## src/rtl/transmit_pkg.sv

```systemverilog
// transmit_pkg
// Shared types and constants for the framed serial transmitter: the
// sequencer state encoding, buffer depth, CRC-8 polynomial and character
// geometry. It also provides a single-bit CRC-8 update helper.
// No ports (package).
package transmit_pkg;

  typedef enum logic [1:0] {
    IDLE,
    START,
    DATA,
    STOP
  } state_t;

  localparam int         MAX_BYTES     = 16;
  localparam logic [7:0] CRC_POLY      = 8'h07;
  localparam int         BITS_PER_CHAR = 10;
  localparam int         LEN_W         = 4;

  // MSB-first shift-register CRC step; the caller feeds the line bits in
  // transmit order, which means LSB first within each byte.
  function automatic logic [7:0] crcStep(input logic [7:0] crc, input logic b);
    return {crc[6:0], 1'b0} ^ ((crc[7] ^ b) ? CRC_POLY : 8'h00);
  endfunction

endpackage

```

## src/rtl/transmit_baud_tick.sv

```systemverilog
// baud_tick
// An 8-bit reloadable down-counter that marks the last clock of each bit
// period. Loading with value B yields a tick on every B-th enabled clock.
// Ports:
//   clk      in   system clock
//   rst_n    in   asynchronous active-low reset
//   load_i   in   load reload_i into the counter (wins over en_i)
//   en_i     in   count enable
//   reload_i in   bit period in clocks, must be >= 1
//   tick_o   out  high on the final clock of the current period
module baud_tick (
  input  logic       clk,
  input  logic       rst_n,
  input  logic       load_i,
  input  logic       en_i,
  input  logic [7:0] reload_i,
  output logic       tick_o
);

  logic [7:0] cnt_q;

  // A counter value of 1 marks the last clock of the period. A value of 0
  // only appears after reset, and it also ticks so that a stale count cannot stall.
  assign tick_o = en_i && (cnt_q <= 8'd1);

  always_ff @(posedge clk or negedge rst_n) begin
    if (!rst_n) begin
      cnt_q <= 8'd0;
    end else if (load_i) begin
      cnt_q <= reload_i;
    end else if (en_i) begin
      cnt_q <= tick_o ? reload_i : cnt_q - 8'd1;
    end
  end

endmodule

```

## src/rtl/transmit.sv

```systemverilog
// transmit
// Framed serial transmitter. It buffers 1..16 host bytes. On send, it
// serializes a length byte, then the buffered bytes, then a CRC-8 byte.
// Each byte goes out as start/8 data (LSB first)/stop, with every bit
// lasting max(baudrate,1) clocks.
// Ports:
//   clk       in   system clock
//   rst_n     in   asynchronous active-low reset
//   baudrate  in   clocks per bit, latched when a send is accepted
//   datain    in   byte to buffer
//   wr        in   write strobe, one byte per cycle
//   send      in   start-frame strobe
//   tx        out  serial line, idles high
//   busy      out  frame in progress
//   full      out  buffer holds 16 bytes
//   done      out  one-cycle pulse at end of frame
//   over      out  sticky lost-write flag
module transmit
  import transmit_pkg::*;
(
  input  logic       clk,
  input  logic       rst_n,
  input  logic [7:0] baudrate,
  input  logic [7:0] datain,
  input  logic       wr,
  input  logic       send,
  output logic       tx,
  output logic       busy,
  output logic       full,
  output logic       done,
  output logic       over
);

  localparam logic [4:0] FULL_COUNT = 5'(MAX_BYTES);
  localparam logic [2:0] LAST_BIT   = 3'(BITS_PER_CHAR - 3);

  state_t      state_q;
  logic [7:0]  bufMem [MAX_BYTES];
  logic [4:0]  count_q;
  logic [4:0]  byteIdx_q;
  logic [2:0]  bitIdx_q;
  logic [7:0]  shift_q;
  logic [7:0]  crc_q;
  logic [7:0]  baud_q;
  logic        tx_q;
  logic        busy_q;
  logic        done_q;
  logic        over_q;

  logic             isIdle;
  logic             wrTake;
  logic             wrDrop;
  logic             accept;
  logic             tick;
  logic             lastByte;
  logic             nextIsData;
  logic [4:0]       effCount;
  logic [LEN_W-1:0] lenVal;
  logic [7:0]       lenByte;
  logic [7:0]       baudIn;
  logic [7:0]       reloadVal;

  // A same-cycle write is counted before the send decision. Because of
  // this, wr+send with an empty buffer still starts a one-byte frame.
  assign isIdle   = (state_q == IDLE);
  assign wrTake   = wr && isIdle && (count_q != FULL_COUNT);
  assign wrDrop   = wr && !wrTake;
  assign effCount = count_q + {4'b0, wrTake};
  assign accept   = send && isIdle && (effCount != 5'd0);
  assign lenVal   = LEN_W'(effCount - 5'd1);
  assign lenByte  = {{(8 - LEN_W){1'b0}}, lenVal};

  assign baudIn    = (baudrate == 8'd0) ? 8'd1 : baudrate;
  assign reloadVal = isIdle ? baudIn : baud_q;

  // byteIdx 0 is the length byte, 1..count are data, and count+1 is the CRC.
  assign lastByte   = (byteIdx_q == count_q + 5'd1);
  assign nextIsData = (byteIdx_q < count_q);

  baud_tick u_baudTick (
    .clk     (clk),
    .rst_n   (rst_n),
    .load_i  (accept),
    .en_i    (!isIdle),
    .reload_i(reloadVal),
    .tick_o  (tick)
  );

  // Buffer storage needs no reset, because count_q decides which entries are valid.
  always_ff @(posedge clk) begin
    if (wrTake) begin
      bufMem[count_q[3:0]] <= datain;
    end
  end

  // Frame sequencer. The line bit and CRC advance together, so the CRC
  // always reflects exactly the bits already placed on tx.
  always_ff @(posedge clk or negedge rst_n) begin
    if (!rst_n) begin
      state_q   <= IDLE;
      count_q   <= 5'd0;
      byteIdx_q <= 5'd0;
      bitIdx_q  <= 3'd0;
      shift_q   <= 8'd0;
      crc_q     <= 8'd0;
      baud_q    <= 8'd1;
      tx_q      <= 1'b1;
      busy_q    <= 1'b0;
      done_q    <= 1'b0;
      over_q    <= 1'b0;
    end else begin
      done_q <= 1'b0;
      if (wrDrop) begin
        over_q <= 1'b1;
      end else if (accept) begin
        over_q <= 1'b0;
      end

      case (state_q)
        IDLE: begin
          count_q <= effCount;
          if (accept) begin
            state_q   <= START;
            baud_q    <= baudIn;
            crc_q     <= 8'd0;
            shift_q   <= lenByte;
            byteIdx_q <= 5'd0;
            bitIdx_q  <= 3'd0;
            tx_q      <= 1'b0;
            busy_q    <= 1'b1;
          end
        end
        START: begin
          if (tick) begin
            state_q  <= DATA;
            bitIdx_q <= 3'd0;
            tx_q     <= shift_q[0];
            if (!lastByte) begin
              crc_q <= crcStep(crc_q, shift_q[0]);
            end
          end
        end
        DATA: begin
          if (tick) begin
            if (bitIdx_q == LAST_BIT) begin
              state_q <= STOP;
              tx_q    <= 1'b1;
            end else begin
              bitIdx_q <= bitIdx_q + 3'd1;
              shift_q  <= {1'b0, shift_q[7:1]};
              tx_q     <= shift_q[1];
              if (!lastByte) begin
                crc_q <= crcStep(crc_q, shift_q[1]);
              end
            end
          end
        end
        STOP: begin
          if (tick) begin
            if (lastByte) begin
              state_q <= IDLE;
              done_q  <= 1'b1;
              busy_q  <= 1'b0;
              count_q <= 5'd0;
            end else begin
              state_q   <= START;
              tx_q      <= 1'b0;
              byteIdx_q <= byteIdx_q + 5'd1;
              shift_q   <= nextIsData ? bufMem[byteIdx_q[3:0]] : crc_q;
            end
          end
        end
        default: state_q <= IDLE;
      endcase
    end
  end

  assign tx   = tx_q;
  assign busy = busy_q;
  assign done = done_q;
  assign over = over_q;
  assign full = (count_q == FULL_COUNT);

endmodule

```

## config.mk

```make
export PLATFORM = sky130hd
export DESIGN_NAME = transmit
export DESIGN_NICKNAME = d
export VERILOG_FILES = /design/src/rtl/transmit_pkg.sv /design/src/rtl/transmit_baud_tick.sv /design/src/rtl/transmit.sv
export SDC_FILE = /design/constraint.sdc
export NUM_CORES = 1
export LEC_CHECK = 0
export ABC_CLOCK_PERIOD_IN_PS = 5000
export CORE_MARGIN = 5
export CORE_UTILIZATION = 60
export CTS_CLUSTER_SIZE = 12
export DETAILED_ROUTE_END_ITERATION = 16
export PLACE_DENSITY_LB_ADDON = 0.05
export RECOVER_POWER = 25
export SETUP_SLACK_MARGIN = 0.15
export SKIP_CTS_REPAIR_TIMING = 1
export SYNTH_ARGS = -nofsm -noshare
export SYNTH_HDL_FRONTEND = slang
export SYNTH_SLANG_ARGS = --single-unit
```

## constraint.sdc

```tcl
create_clock -name clk -period 5 [get_ports clk]
set_input_delay 1 -clock clk [delete_from_list [all_inputs] [get_ports clk]]
set_output_delay 1 -clock clk [all_outputs]
set_load 0.005 [all_outputs]
```

== Yosys cells after proc, flatten, opt, wreduce, memory -nomap -nowiden ==
Memory sizes are Yosys's and may differ from the RTL's.
Cells that the tools add are included.

* Order comparisons: 2
* Add/subtract/negate cells: 6
* Multiplexer cells: 57
* Eq/ne operators: 17
* Bitwise gates (word level): 4
* Reductions and logical operators: 24

{| class="wikitable"
|+ Operator list
! cell !! number
|-
| $mux W8 || 17
|-
| $pmux W8 S3 || 2
|-
| $mux W5 || 5
|-
| $pmux W5 S2 || 2
|-
| $mux W3 || 6
|-
| $mux W1 || 16
|-
| $xor A8 B3 Y8 || 2
|-
| $reduce_and A5 Y1 || 3
|-
| $ne A2 B2 Y1 const B || 6
|-
| $add A5 B1 Y5 const B || 2
|-
| $mux W2 || 5
|-
| $pmux W3 S3 || 1
|-
| $le A8 B1 Y1 const B || 1
|-
| $logic_not A8 Y1 || 1
|-
| $ne A2 B1 Y1 const B || 4
|-
| $pmux W2 S4 || 1
|-
| $reduce_and A4 Y1 || 2
|-
| $sub A8 B1 Y8 const B || 1
|-
| $reduce_and A7 Y1 || 1
|-
| $logic_and A1 B1 Y1 || 6
|-
| $reduce_and A6 Y1 || 1
|-
| $reduce_bool A3 Y1 || 2
|-
| $add A5 B1 Y5 || 1
|-
| $eq A5 B5 Y1 || 1
|-
| other kinds (17) || 21
|}

* Output and inout bits: 5
* Flip-flop bits (word level): 51
* Word-level logic and storage cells: 123
* Memories kept: 1
* RAM bits: 128
* Bits of input ports: 20

{| class="wikitable"
|+ Memory list
! memory !! depth !! width !! rd ports !! clocked after memory_dff !! wr ports !! line !! source
|-
| bufMem || 16 || 8 || 1 || 0 || 1 || transmit.sv:38 || <nowiki>logic [7:0] bufMem [MAX_BYTES];</nowiki>
|}

== Depth between registers and ports, before layout ==
Gate-level depths: netlist of run 1.

* Depth after elaboration: 8
* Depth in mapped cells: 16
* Depth with buffers taken out: 14

== Hierarchy ==
From an unflattened synthesis of run 1, not the netlist that was laid out.

* Cell total of the unflattened synthesis: 612
* Area, all modules: 8426.8 µm²

{| class="wikitable"
|+ Modules (own cells, without submodules)
! module !! sequential area each (µm²) !! cells each !! instances !! area each (µm²)
|-
| transmit || 4922.2 || 546 || 1 || 7842.5
|-
| baud_tick || 200.2 || 66 || 1 || 584.3
|}

== Worst setup path after synthesis of run 1 ==
No wires, ideal clock.

* Kind: register to register
* Start: register state_q[0]
* End: register shift_q[3]
* Cell stages (with the launch flop): 14
* Path buffers: 1
* Setup time: 0.126 ns
* Path slack: 1.834 ns
* Clock period less this slack: 3.166 ns
* Arrival: 3.040 ns
* Required time: 4.874 ns
* Cell sequence: dfrtp_1 > inv_1 > ha_1 > clkbuf_1 > nand2_1 > nor2_1 > ha_1 > xnor2_1 > ha_1 > a41o_1 > or2_4 > a211oi_4 > nand2_1 > o32a_1

* Longest elaborated chain between the ends: 8

{| class="wikitable"
|+ Ends and longest elaborated chain
! element !! line !! source
|-
| from (decl) || transmit.sv:37 || <nowiki>state_t state_q;</nowiki>
|-
| from (signal assigned) || transmit.sv:100 || <nowiki>state_q <= IDLE;</nowiki>
|-
| from (signal assigned) || transmit.sv:123 || <nowiki>state_q <= START;</nowiki>
|-
| from (signal assigned) || transmit.sv:135 || <nowiki>state_q <= DATA;</nowiki>
|-
| branches (longest 8 deep; another with $add A5 B1 Y5) || n/a ||
|-
| to (signal assigned) || transmit.sv:126 || <nowiki>shift_q <= lenByte;</nowiki>
|-
| to (signal assigned) || transmit.sv:150 || <nowiki>shift_q <= {1'b0, shift_q[7:1]};</nowiki>
|-
| to (signal assigned) || transmit.sv:169 || <nowiki>shift_q <= nextIsData ? bufMem[byteIdx_q[3:0]] : crc_q;</nowiki>
|-
| to (decl) || transmit.sv:42 || <nowiki>logic [7:0] shift_q;</nowiki>
|}

Several ways; the timed one is not identified. The select of a mux whose other input is x is not followed.
A chain may end at the register's enable or synchronous reset.

== Worst setup path after layout of run 1 ==
* Start: register count_q[1]
* End: register shift_q[3]

* Longest elaborated chain between the ends: 7

{| class="wikitable"
|+ Ends and longest elaborated chain
! element !! line !! source
|-
| from (decl) || transmit.sv:39 || <nowiki>logic [4:0] count_q;</nowiki>
|-
| from (signal assigned) || transmit.sv:121 || <nowiki>count_q <= effCount;</nowiki>
|-
| branches (longest 7 deep; another with $add A5 B1 Y5) || n/a ||
|}

Several ways; the timed one is not identified. The select of a mux whose other input is x is not followed.

==> results of run 1 <==
-- final timing paths --
check	to	slack [ns]	depth (start not counted)
setup / recovery	shift_q[3]$_DFFE_PN0P_	1.13	13
hold / removal	baud_q[0]$_DFFE_PN1P_	0.49	2
min in group asynchronous	baud_q[3]$_DFFE_PN0P_	1.46	1
hold reg to reg	baud_q[0]$_DFFE_PN1P_	0.49	2
setup reg to reg	shift_q[3]$_DFFE_PN0P_	1.13	13
max in group asynchronous	byteIdx_q[0]$_DFFE_PN0P_	1.71	1
-- cells in the mapped netlist (all sizes together), types with 14 or more instances --
master  number
o21ai       26
inv         25
ha          22
nand2       55
clkbuf      15
nor3        17
mux2i       20
mux4        33
and2        20
edfxtp     128
mux2        14
nor2        24
buf         16
a21oi       14
dfrtp       49
-- power by group --
group / switching, mW / internal, mW
clock: 0.571 / 0.745
sequential: 0.0000000000000000268 / 1.59
combinational: 0.0255 / 0.0121
-- stage by stage --
| step | hold WS, ns | utilization | std cells | setup WS (ns) |
|---|---|---|---|---|
| 6_report | 0.490 | 0.676 | 806 | 1.13 |
| 5_1_grt | 0.520 | 0.676 | 806 | 0.876 |
| 4_1_cts | 0.499 | 0.676 | 806 | 1.17 |
| 3_5_place_dp | 0.489 | 0.634 | 774 | 1.02 |
| 3_3_place_gp | 0.469 | 0.634 | 774 | 1.11 |
| 2_1_floorplan | 0.459 | - | 594 | 1.83 |
-- cells by family after synthesis --
logic type / after synthesis
AOI/OAI and AO/OA: 98
xor gates and xnor gates: 15
adders and majority gates: 22
buffers and inverters: 56
DFF: 179
muxes: 67
and+or+nand+nor: 157
-- routing by layer --
| layer | global-route usage | vias to the layer above |
|---|---|---|
| met3 | 0.0378 | 22 |
| met4 | 0.0716 | 0 |
| li1 | - | 2294 |
| met2 | 0.379 | 115 |
| met5 | 0 | - |
| met1 | 0.288 | 2504 |
-- state kept, by name (all words and copies together), names as in the netlist, 3 cells and up --
name,flops
crc_q,8
byteIdx_q,5
bufMem,128
u_baudTick.cnt_q,8
count_q,5
bitIdx_q,3
baud_q,8
shift_q,8
-- cells in the final DEF (no fill, tap or decap), drive strengths merged, types with 7 or more instances in the layout --
master / count
ha: 22
mux4: 33
inv: 30
dfrtp: 49
edfxtp: 128
a21oi: 14
nand3: 10
xnor2: 10
and2: 20
buf: 7
o21ai: 26
a31oi: 12
mux2: 14
mux2i: 20
nor2: 24
nor3: 17
clkbuf: 20
clkdlybuf4s50: 17
nand2: 55
-- critical path: cells and delay by family, from the launching register on --
| family | cells | cell delay, ns |
|---|---|---|
| compound gates | 3 | 1.09 |
| xor+xnor | 1 | 0.15 |
| fa+ha+maj | 3 | 0.81 |
| buf+inv | 1 | 0.17 |
| flops | 1 | 0.52 |
| simple gates | 5 | 1.01 |
-- layout make-up --
type / count / area (sq um) / area share
repair buffers: 31 / 287 / 0.0306
well taps: 180 / 225 / 0.0241
inverters: 25 / 93.8 / 0.0100
multi-input cells: 359 / 3040 / 0.325
clock inverters: 13 / 149 / 0.0159
flip-flops and latches: 179 / 5120 / 0.548
clock buffers: 19 / 433 / 0.0463
==> flow_results.xml, run 1 <==
<?xml version="1.0" encoding="UTF-8"?>
<metrics>
  <group name="run_status">
    <metric name="run_status" unit="">complete, but fails checks</metric>
    <metric name="violations" unit="">max-capacitance violations, max-slew violations</metric>
  </group>
  <group name="power">
    <metric name="p_per_area" unit="nW/um^2">315</metric>
    <metric name="power.total" unit="mW">2.95</metric>
    <metric name="total_leakage_power" unit="nW">3.48</metric>
    <metric name="vdd_ir_drop_max" unit="mV">0.246</metric>
  </group>
  <group name="final_layout">
    <metric name="final_layout_size_suffix_gt1_frac" unit="">0.165</metric>
    <metric name="antennaDiodeCount" unit="">0</metric>
    <metric name="areaGrowthSynthToFinish" unit="%">10.9</metric>
    <metric name="fillCellCount" unit="">989</metric>
    <metric name="nNetsFinal" unit="">655</metric>
    <metric name="final_design_instance_area_without_fill" unit="sq um">9350</metric>
  </group>
  <group name="logic_synthesis">
    <metric name="synth_flop_cell" unit="">sky130_fd_sc_hd__edfxtp_1</metric>
    <metric name="largest_area_contributor_in_the_netlist" unit="">sky130_fd_sc_hd__edfxtp_1</metric>
    <metric name="postSynthCellCount" unit="">594</metric>
    <metric name="synth-seq-area-share" unit="">0.608</metric>
    <metric name="post_synth_xor_area_fraction" unit="">0.0208</metric>
    <metric name="netlist_area" unit="sq um">8430</metric>
    <metric name="synth_top_cells_by_area" unit="">sky130_fd_sc_hd__edfxtp_1 46%, sky130_fd_sc_hd__dfrtp_1 15%, sky130_fd_sc_hd__mux4_2 8.8%</metric>
    <metric name="post_synthesis_simple_gate_area_fraction" unit="">0.0927</metric>
    <metric name="synth.yosys.warnings" unit="">0</metric>
    <metric name="synth_fp_nets" unit="">636</metric>
    <metric name="post_synth_num_cell_types" unit="">67</metric>
    <metric name="synth_area_per_cell" unit="sq um">14.2</metric>
    <metric name="synth-edff-count" unit="">128</metric>
    <metric name="synth-compound-area-share" unit="">0.0825</metric>
    <metric name="post_synth_fa_ha_maj_area_fraction" unit="">0.0326</metric>
    <metric name="combinational_family_with_the_most_area_after_synthesis" unit="">multiplexers</metric>
    <metric name="yosys.area.top_type_share" unit="">0.456</metric>
    <metric name="synthMuxAreaShare" unit="">0.132</metric>
    <metric name="synth.ff_latch_count" unit="">179</metric>
    <metric name="async_reset_ff_frac" unit="">0.285</metric>
  </group>
  <group name="global_route">
    <metric name="antenna_violations_before_repair" unit="">0</metric>
    <metric name="grt.total_usage" unit="">0.220</metric>
    <metric name="maximum_number_of_pins_on_one_net_before_global_route_repair" unit="">52</metric>
    <metric name="first_global_vias" unit="">5094</metric>
    <metric name="grt_remaining_overflow" unit="">0</metric>
    <metric name="grt_first_pass_wirelength" unit="microns">27600</metric>
  </group>
  <group name="clocking">
    <metric name="cts_tree" unit="">done</metric>
    <metric name="worst_skew_pair.late_latency" unit="ns">0.43</metric>
    <metric name="cts_inserted_buffers" unit="">17</metric>
    <metric name="h-tree-depth" unit="">4</metric>
    <metric name="cts_root_buf" unit="">sky130_fd_sc_hd__clkbuf_16</metric>
    <metric name="tritoncts_num_sinks" unit="">179</metric>
    <metric name="cts_buffer_depth" unit="">2</metric>
    <metric name="clk_pin_slew" unit="ns">0.07</metric>
  </group>
  <group name="die">
    <metric name="row_count" unit="">43</metric>
    <metric name="fp.dieW" unit="microns">129</metric>
    <metric name="die_height" unit="microns">129</metric>
    <metric name="die-area" unit="sq um">16500</metric>
    <metric name="coreArea" unit="sq um">13800</metric>
    <metric name="floorplan.io_pins" unit="">25</metric>
    <metric name="floorplan.initialDensity" unit="">0.610</metric>
  </group>
  <group name="timing">
    <metric name="max_slew.worst_pin.slew" unit="ns">2.82</metric>
    <metric name="timing.final.max_slew_violations" unit="">52</metric>
    <metric name="finalSetupTns" unit="ns">0</metric>
    <metric name="timing.slew.headroom" unit="">-0.881</metric>
    <metric name="rsz0062_at_grt" unit="">no</metric>
    <metric name="max_clock_freq" unit="GHz">0.258</metric>
    <metric name="post-route-min-period" unit="ns">3.87</metric>
    <metric name="final-setup-viol-count" unit="">0</metric>
    <metric name="hold_viol_final" unit="">0</metric>
    <metric name="clock_skew" unit="ns">0.0110</metric>
    <metric name="period_share" unit="">0.774</metric>
  </group>
  <group name="route">
    <metric name="met3_wirelength" unit="microns">621</metric>
    <metric name="detail_route.vias_per_cell" unit="">6.12</metric>
    <metric name="drtPass1Iterations" unit="">7</metric>
    <metric name="drt_iter0_markers" unit="">351</metric>
    <metric name="via_count" unit="">4935</metric>
    <metric name="wl_met2" unit="microns">8830</metric>
    <metric name="remaining_drc_errors" unit="">0</metric>
    <metric name="dr.max_layer_used" unit="">met4</metric>
    <metric name="postRouteAntennaNets" unit="">0</metric>
    <metric name="wl_met1" unit="microns">7160</metric>
    <metric name="routedWlPerCell" unit="microns">20.9</metric>
    <metric name="drt-total-wl" unit="microns">16900</metric>
  </group>
  <group name="critical_path">
    <metric name="cpMostUsedCell" unit="">sky130_fd_sc_hd__ha_1</metric>
    <metric name="reg2reg_from" unit="">count_q[1]$_DFFE_PN0P_</metric>
    <metric name="crit_path_top_delay_cell" unit="">sky130_fd_sc_hd__a211oi_4</metric>
    <metric name="worstPathMaxFanout" unit="">16</metric>
    <metric name="worstPathArrival" unit="ns">4.18</metric>
    <metric name="worst_ep_required_time" unit="ns">5.31</metric>
    <metric name="critPathLaunchType" unit="">flip-flop</metric>
    <metric name="crit_path_start" unit="">count_q[1]$_DFFE_PN0P_</metric>
    <metric name="worst-setup-path-type" unit="">flip-flop to flip-flop</metric>
    <metric name="critical_path.cell_chain" unit="">inv_1 -&gt; ha_1 -&gt; nand2_1 -&gt; nor3_1 -&gt; nor2_1 -&gt; ha_1 -&gt; xnor2_1 -&gt; ha_1 -&gt; a41o_1 -&gt; or2_4 -&gt; a211oi_4 -&gt; nand2_1 -&gt; o32a_1</metric>
    <metric name="cp_peak_stage_delay" unit="ns">0.55</metric>
    <metric name="worst_setup_path_end_kind" unit="">flip-flop</metric>
  </group>
  <group name="placed_design">
    <metric name="place_hpwl" unit="microns">11200</metric>
    <metric name="place.port_buffers" unit="">24</metric>
    <metric name="postPlaceCellArea" unit="sq um">8770</metric>
    <metric name="place_congestion" unit="">0.859</metric>
  </group>
  <group name="worst_hold_path">
    <metric name="hold_path_class" unit="">flip-flop to flip-flop</metric>
    <metric name="hold_path.startpoint" unit="">baud_q[0]$_DFFE_PN1P_</metric>
  </group>
  <group name="job">
    <metric name="cap_viol_max_count" unit="">1</metric>
  </group>
</metrics>
Note: power is estimated with default switching activity, not from simulation.
==> inputs of run 2 (changes only) <==
--- a/config.mk
+++ b/config.mk
@@ -5,9 +5,9 @@
 export SDC_FILE = /design/constraint.sdc
 export NUM_CORES = 1
 export LEC_CHECK = 0
-export ABC_CLOCK_PERIOD_IN_PS = 5000
+export ABC_CLOCK_PERIOD_IN_PS = 3380
 export CORE_MARGIN = 5
-export CORE_UTILIZATION = 60
+export CORE_UTILIZATION = 56
 export CTS_CLUSTER_SIZE = 12
 export DETAILED_ROUTE_END_ITERATION = 16
 export PLACE_DENSITY_LB_ADDON = 0.05
==> constraint.sdc (replaced) <==
create_clock -name clk -period 3.38 [get_ports clk]
set_input_delay 0.676 -clock clk [delete_from_list [all_inputs] [get_ports clk]]
set_output_delay 0.676 -clock clk [all_outputs]
set_load 0.005 [all_outputs]
==> flow_results.xml, run 2 (synthesized netlist as in run 1, its figures left out) <==
<?xml version="1.0" encoding="UTF-8"?>
<metrics>
  <group name="run_status">
    <metric name="run_status" unit="">complete, but fails checks</metric>
    <metric name="violations" unit="">max-capacitance violations, max-slew violations</metric>
  </group>
  <group name="critical_path">
    <metric name="worst_ep_required_time" unit="ns">3.68</metric>
    <metric name="worst_setup_path_end_kind" unit="">flip-flop</metric>
    <metric name="worstPathMaxFanout" unit="">7</metric>
    <metric name="worstPathArrival" unit="ns">3.40</metric>
    <metric name="r2r_cells" unit="">13</metric>
    <metric name="r2r_slack" unit="ns">0.28</metric>
    <metric name="reg2reg_from" unit="">count_q[1]$_DFFE_PN0P_</metric>
    <metric name="r2r-end" unit="">byteIdx_q[2]$_DFFE_PN0P_</metric>
    <metric name="critPathLaunchType" unit="">flip-flop</metric>
    <metric name="worst-setup-path-type" unit="">flip-flop to flip-flop</metric>
  </group>
  <group name="route">
    <metric name="via_count" unit="">5015</metric>
    <metric name="detail_route.vias_per_cell" unit="">6.05</metric>
    <metric name="routedWlPerCell" unit="microns">20.8</metric>
    <metric name="drt_iter0_markers" unit="">460</metric>
    <metric name="postRouteAntennaNets" unit="">0</metric>
    <metric name="drt-total-wl" unit="microns">17200</metric>
    <metric name="drtPass1Iterations" unit="">5</metric>
    <metric name="remaining_drc_errors" unit="">0</metric>
  </group>
  <group name="timing">
    <metric name="clock_skew" unit="ns">0.00969</metric>
    <metric name="post-route-min-period" unit="ns">3.10</metric>
    <metric name="final-setup-viol-count" unit="">0</metric>
    <metric name="hold_viol_final" unit="">0</metric>
    <metric name="rsz0062_at_grt" unit="">no</metric>
    <metric name="setup_ws_final" unit="ns">0.281</metric>
    <metric name="max_slew.worst_pin.slew" unit="ns">1.74</metric>
    <metric name="worst_hold_slack" unit="ns">0.474</metric>
    <metric name="timing.final.max_slew_violations" unit="">31</metric>
    <metric name="period_share" unit="">0.917</metric>
    <metric name="max_clock_freq" unit="GHz">0.323</metric>
    <metric name="finalSetupTns" unit="ns">0</metric>
    <metric name="timing.slew.headroom" unit="">-0.157</metric>
  </group>
  <group name="global_route">
    <metric name="grt.total_usage" unit="">0.205</metric>
    <metric name="first_global_vias" unit="">5101</metric>
    <metric name="antenna_violations_before_repair" unit="">0</metric>
    <metric name="maximum_number_of_pins_on_one_net_before_global_route_repair" unit="">37</metric>
    <metric name="grt_remaining_overflow" unit="">0</metric>
    <metric name="grt_first_pass_wirelength" unit="microns">27700</metric>
  </group>
  <group name="clocking">
    <metric name="cts_buffer_depth" unit="">2</metric>
    <metric name="worst_skew_pair.late_latency" unit="ns">0.43</metric>
    <metric name="cts_inserted_buffers" unit="">17</metric>
    <metric name="cts_root_buf" unit="">sky130_fd_sc_hd__clkbuf_16</metric>
    <metric name="h-tree-depth" unit="">4</metric>
    <metric name="cts_tree" unit="">done</metric>
    <metric name="clk_pin_slew" unit="ns">0.07</metric>
    <metric name="tritoncts_num_sinks" unit="">179</metric>
  </group>
  <group name="worst_hold_path">
    <metric name="worstHoldEndpoint" unit="">over$_DFFE_PN0P_</metric>
    <metric name="hold_path_class" unit="">flip-flop to flip-flop</metric>
    <metric name="hold_depth" unit="">2</metric>
    <metric name="hold_path.startpoint" unit="">over$_DFFE_PN0P_</metric>
  </group>
  <group name="die">
    <metric name="row_count" unit="">44</metric>
    <metric name="coreArea" unit="sq um">14600</metric>
    <metric name="floorplan.io_pins" unit="">25</metric>
    <metric name="die-area" unit="sq um">17600</metric>
    <metric name="die_height" unit="microns">133</metric>
    <metric name="floorplan.initialDensity" unit="">0.576</metric>
    <metric name="fp.dieW" unit="microns">133</metric>
  </group>
  <group name="final_layout">
    <metric name="final_design_instance_area_without_fill" unit="sq um">9540</metric>
    <metric name="antennaDiodeCount" unit="">0</metric>
    <metric name="nNetsFinal" unit="">674</metric>
    <metric name="final_common_cell" unit="">sky130_fd_sc_hd__edfxtp_1</metric>
    <metric name="commonest_non_fill_non_tap_cells_in_the_layout" unit="">128 x sky130_fd_sc_hd__edfxtp_1, 55 x sky130_fd_sc_hd__nand2_1, 48 x sky130_fd_sc_hd__dfrtp_1</metric>
    <metric name="final_layout_size_suffix_gt1_frac" unit="">0.195</metric>
    <metric name="largest_reg_flops" unit="">128</metric>
    <metric name="areaGrowthSynthToFinish" unit="%">13.1</metric>
  </group>
  <group name="power">
    <metric name="p_per_area" unit="nW/um^2">458</metric>
    <metric name="vdd_ir_drop_max" unit="mV">0.522</metric>
    <metric name="power.total" unit="mW">4.37</metric>
    <metric name="total_leakage_power" unit="nW">3.60</metric>
  </group>
  <group name="placed_design">
    <metric name="place_hpwl" unit="microns">11500</metric>
    <metric name="place.port_buffers" unit="">24</metric>
    <metric name="postPlaceCellArea" unit="sq um">8930</metric>
    <metric name="dpl_worst_slack" unit="ns">-0.0273</metric>
    <metric name="place_congestion" unit="">0.859</metric>
  </group>
  <group name="job">
    <metric name="cap_viol_max_count" unit="">1</metric>
  </group>
</metrics>
==> run 2: cell count changes in the layout (fill, tap and decap cells not counted), sizes merged <==
cell           delta
inv               +2
buf              +17
clkinvlp          -1
clkinv            +2
clkdlybuf4s50     +3
dlygate4sd3       -3
bufinv            -1
==> run 2: per-stage QoR <==
step,utilization,cells
3_3_place_gp,0.610,797
5_1_grt,0.651,829
2_1_floorplan,-,594
3_5_place_dp,0.610,797
4_1_cts,0.650,829
6_report,0.651,829
==> run 2: how the worst max path moves through the flow <==
stage | start | endpoint | cells after the start
after CTS | count_q[1]$_DFFE_PN0P_ | crc_q[6]$_DFFE_PN0P_ | 15
after global placement | wr | crc_q[5]$_DFFE_PN0P_ | 13
after floorplan | state_q[0]$_DFFE_PN0P_ | shift_q[3]$_DFFE_PN0P_ | 13
after global routing | count_q[1]$_DFFE_PN0P_ | byteIdx_q[4]$_DFFE_PN0P_ | 13
final | count_q[1]$_DFFE_PN0P_ | byteIdx_q[2]$_DFFE_PN0P_ | 13
after detailed placement | wr | crc_q[6]$_DFFE_PN0P_ | 13
==> run 2: power breakdown <==
group	internal [mW]	leakage, nW	switching [mW]
logic	0.0192	1.51	0.0391
registers	2.35	1.80	0.0000000000000000262
clock network	1.05	0.285	0.906
total	3.42	3.60	0.945
==> run 2: final cells by class <==
| class | count | area, sq um |
|---|---|---|
| sequential | 179 | 5120 |
| inverter | 25 | 93.8 |
| fill | 1097 | 5100 |
| clock inverter | 15 | 166 |
| timing repair buffer | 50 | 434 |
| multi-input combinational | 359 | 3070 |
| tap | 184 | 230 |
| clock buffer | 17 | 425 |
==> run 2: routing by layer <==
layer	global-route usage	share of wire	vias up
met5	0	0	-
met2	0.331	0.49	139
li1	-	-	2338
met3	0.0440	0.038	31
met1	0.276	0.45	2507
met4	0.0762	0.024	0
==> run 2: critical path, cell delays in order, from the launching register on <==
cell	delay, ns
sky130_fd_sc_hd__dfrtp_1	0.38
sky130_fd_sc_hd__inv_1	0.11
sky130_fd_sc_hd__ha_2	0.25
sky130_fd_sc_hd__nand2_1	0.10
sky130_fd_sc_hd__nor3_2	0.16
sky130_fd_sc_hd__nor2_1	0.09
sky130_fd_sc_hd__ha_1	0.30
sky130_fd_sc_hd__inv_1	0.09
sky130_fd_sc_hd__ha_1	0.26
sky130_fd_sc_hd__a41o_1	0.25
sky130_fd_sc_hd__or2_4	0.27
sky130_fd_sc_hd__a211o_1	0.37
sky130_fd_sc_hd__o21ai_0	0.21
sky130_fd_sc_hd__o21ai_0	0.12
==> RTL edit (settings of run 2) <==
Encoding of `state_t`: now one-hot (4 bits for 4 states).
--- a/src/rtl/transmit_pkg.sv
+++ b/src/rtl/transmit_pkg.sv
@@ -6,9 +6,9 @@
 package transmit_pkg;
 
-  typedef enum logic [1:0] {
-    IDLE,
-    START,
-    DATA,
-    STOP
+  typedef enum logic [3:0] {
+    IDLE  = 4'b0001,
+    START = 4'b0010,
+    DATA  = 4'b0100,
+    STOP  = 4'b1000
   } state_t;
 
Behaviour: no difference found for any inputs over 10 cycles, from zero or initial values and one cycle with rst_n low; not proved beyond that.
==> RTL edit against run 2 <==
The flow still finishes with violations (max-capacitance violations, max-slew violations). Clock skew increased by 0.00065 ns. Setup slack improved by 0.060 ns. Wire length increased by 0.32%. Sequential cell count increased by 2. Area after synthesis decreased by 2.2%. Die area decreased by 2.0%. Cell area increased by 0.77%.
Power is not compared: it rests on default switching activity, and its combinational part moved more than twofold at a synthesized area within 25%.
==> RTL edit: results (changes against run 2) <==
[finish]
drive_gt1_share_pct = 22.7  ; was 19.5%
num-fill-cells = 1060  ; was 1097
nets = 686  ; was 674
seq_area_sq_um = 5170  ; was 5120 sq um
largest_reg_flops = 128  ; unchanged
antennaDiodeCount = 0  ; unchanged

[global_route]
antenna_found_initial = 0  ; unchanged
grt_pass1_wl_mm = 27.9  ; was 27.7 mm
grt_max_degree = 44  ; was 37
grt_usage_pct = 20.7  ; was 20.5%
grt_pass1_vias = 5157  ; was 5101

[clocking]
cts_root_buf = clkbuf_16  ; unchanged
cts.htree.levels = 4  ; unchanged
path_clk_slew_ns = 0.07  ; about the same
cts_inserted_buffers = 17  ; unchanged
clk-insertion-delay-late_ns = 0.43  ; about the same
cts_max_path_buffers = 2  ; unchanged

[worst_setup_path]
crit_arrival_ns = 3.39  ; was 3.40 ns
cp_slowest_cell = dfstp_2  ; was dfrtp_1
crit_family = simple AND/OR/NAND/NOR gates  ; was compound AO/OA/AOI/OAI gates
crit_path_max_fanout = 9  ; was 7
critPathMaxStageDelay_ns = 0.53  ; was 0.38 ns

[yosys]
syn_nets = 621  ; was 636
synth_flop_cell = edfxtp_1  ; unchanged
synth_area_leaders = edfxtp_1, dfrtp_1, mux4_2  ; unchanged
ys_warn_count = 0  ; unchanged
synth_common_cells = edfxtp_1, nand2_1, dfrtp_1, nor2_1, mux4_2  ; was edfxtp_1, nand2_1, dfrtp_1, mux4_2
synth_edf_count = 128  ; unchanged
ys_async_sr_fraction_pct = 29.3  ; was 28.5%
yosysSeqAreaShare_pct = 62.7  ; was 60.8%
synth_cell_types = 54  ; was 67

[min_path]
hp-class = reg2reg  ; unchanged

[routing]
drt_iter0_markers = 424  ; was 460
firstDrtPassIters = 5  ; unchanged
routed_via_density = 5.91  ; was 6.05
wl_per_cell_microns = 20.4  ; was 20.8 microns

[timing]
fin_skew_ns = 0.0103  ; was 0.00969 ns
drv_slew = 44  ; was 31
max-slew-margin-rel_pct = -56.2  ; was -15.7%

[outcome]
violations = max-capacitance violations, max-slew violations  ; unchanged
status = finished, violations left  ; unchanged

[pwr]
leakage_nw = 3.69
max-vdd-ir-drop_uv = 432

[placement]
hpwl_mm = 11.8  ; was 11.5 mm
placed_area_sq_um = 9010  ; was 8930 sq um
port_buffers = 24  ; unchanged
place.gp.congestion = 0.902  ; was 0.859

[flow_run]
cap_viol_max_count = 1  ; unchanged

[RTL edit: cell count changes after synthesis, sizes merged, moves of 5 or more]
cell            run 2  this run
ha                 22        17
and2               20         9
mux2               14        22
o2111ai             6         0
nor2               24        39
a31oi              12         3
o21ai              26        19
mux2i              20        25
[RTL edit: tightest hold or removal path, stage by stage, from the launching register on]
cell and delay, ns:
dfrtp_1 0.34, nand2_1 0.05, nand2_1 0.06
[RTL edit: path summary, 6_finish.rpt]
| path | startpoint | end | slack, ns | cells past startpoint |
|---|---|---|---|---|
| worst min register to register | baud_q[4] | baud_q[4] | 0.48 | 2 |
| worst max register to register | state_q[0] | crc_q[3] | 0.34 | 12 |
| min in group asynchronous | rst_n | u_baudTick.cnt_q[6] | 0.96 | 1 |
| worst min-delay path | baud_q[4] | baud_q[4] | 0.48 | 2 |
| worst max-delay path | state_q[0] | crc_q[3] | 0.34 | 12 |
| max in group asynchronous | rst_n | byteIdx_q[0] | 0.92 | 1 |
[RTL edit: power breakdown]
group / internal [mW] / total (mW) / switching, mW
Clock: 1.12 / 2.00 / 0.882
Combinational: 0.900 / 2.00 / 1.10
Sequential: 2.67 / 2.85 / 0.181
[RTL edit: kinds of logic after synthesis]
logic type / synth area share, %
AND/OR/NAND/NOR: 9.25
adder cells (fa/ha/maj): 2.58
flip-flops: 62.7
AO/OA/AOI/OAI: 5.99
multiplexers: 14.8
buffers and inverters: 2.73
XOR/XNOR: 1.97
[RTL edit: routing by layer]
| metal | wire [microns] | GRT usage (%) |
|---|---|---|
| met1 | 7400 | 27.2 |
| met2 | 8880 | 34.5 |
| met3 | 776 | 4.93 |
| met4 | 215 | 6.46 |
| met5 | 0 | 0 |
[RTL edit: area by class of cell]
| type | count | area share (%) |
|---|---|---|
| multi-input cells | 349 | 30.3 |
| well taps | 184 | 2.39 |
| repair buffers | 73 | 6.26 |
| clock buffers | 18 | 4.46 |
| inverters | 27 | 1.05 |
| clock inverters | 14 | 1.74 |
| flip-flops and latches | 181 | 53.8 |
[RTL edit: through the flow]
step / instances / total power [mW] / setup TNS, ns / setup slack, ns
2_1_floorplan: 584 / 4.22 / -0.00198 / -0.000658
5_1_grt: 846 / 7.23 / 0 / 0.176
6_report: 846 / 6.85 / 0 / 0.341
3_5_place_dp: 813 / 4.85 / 0 / 0.0416
4_1_cts: 845 / 6.86 / 0 / 0.158
3_3_place_gp: 813 / 4.79 / 0 / 0.160
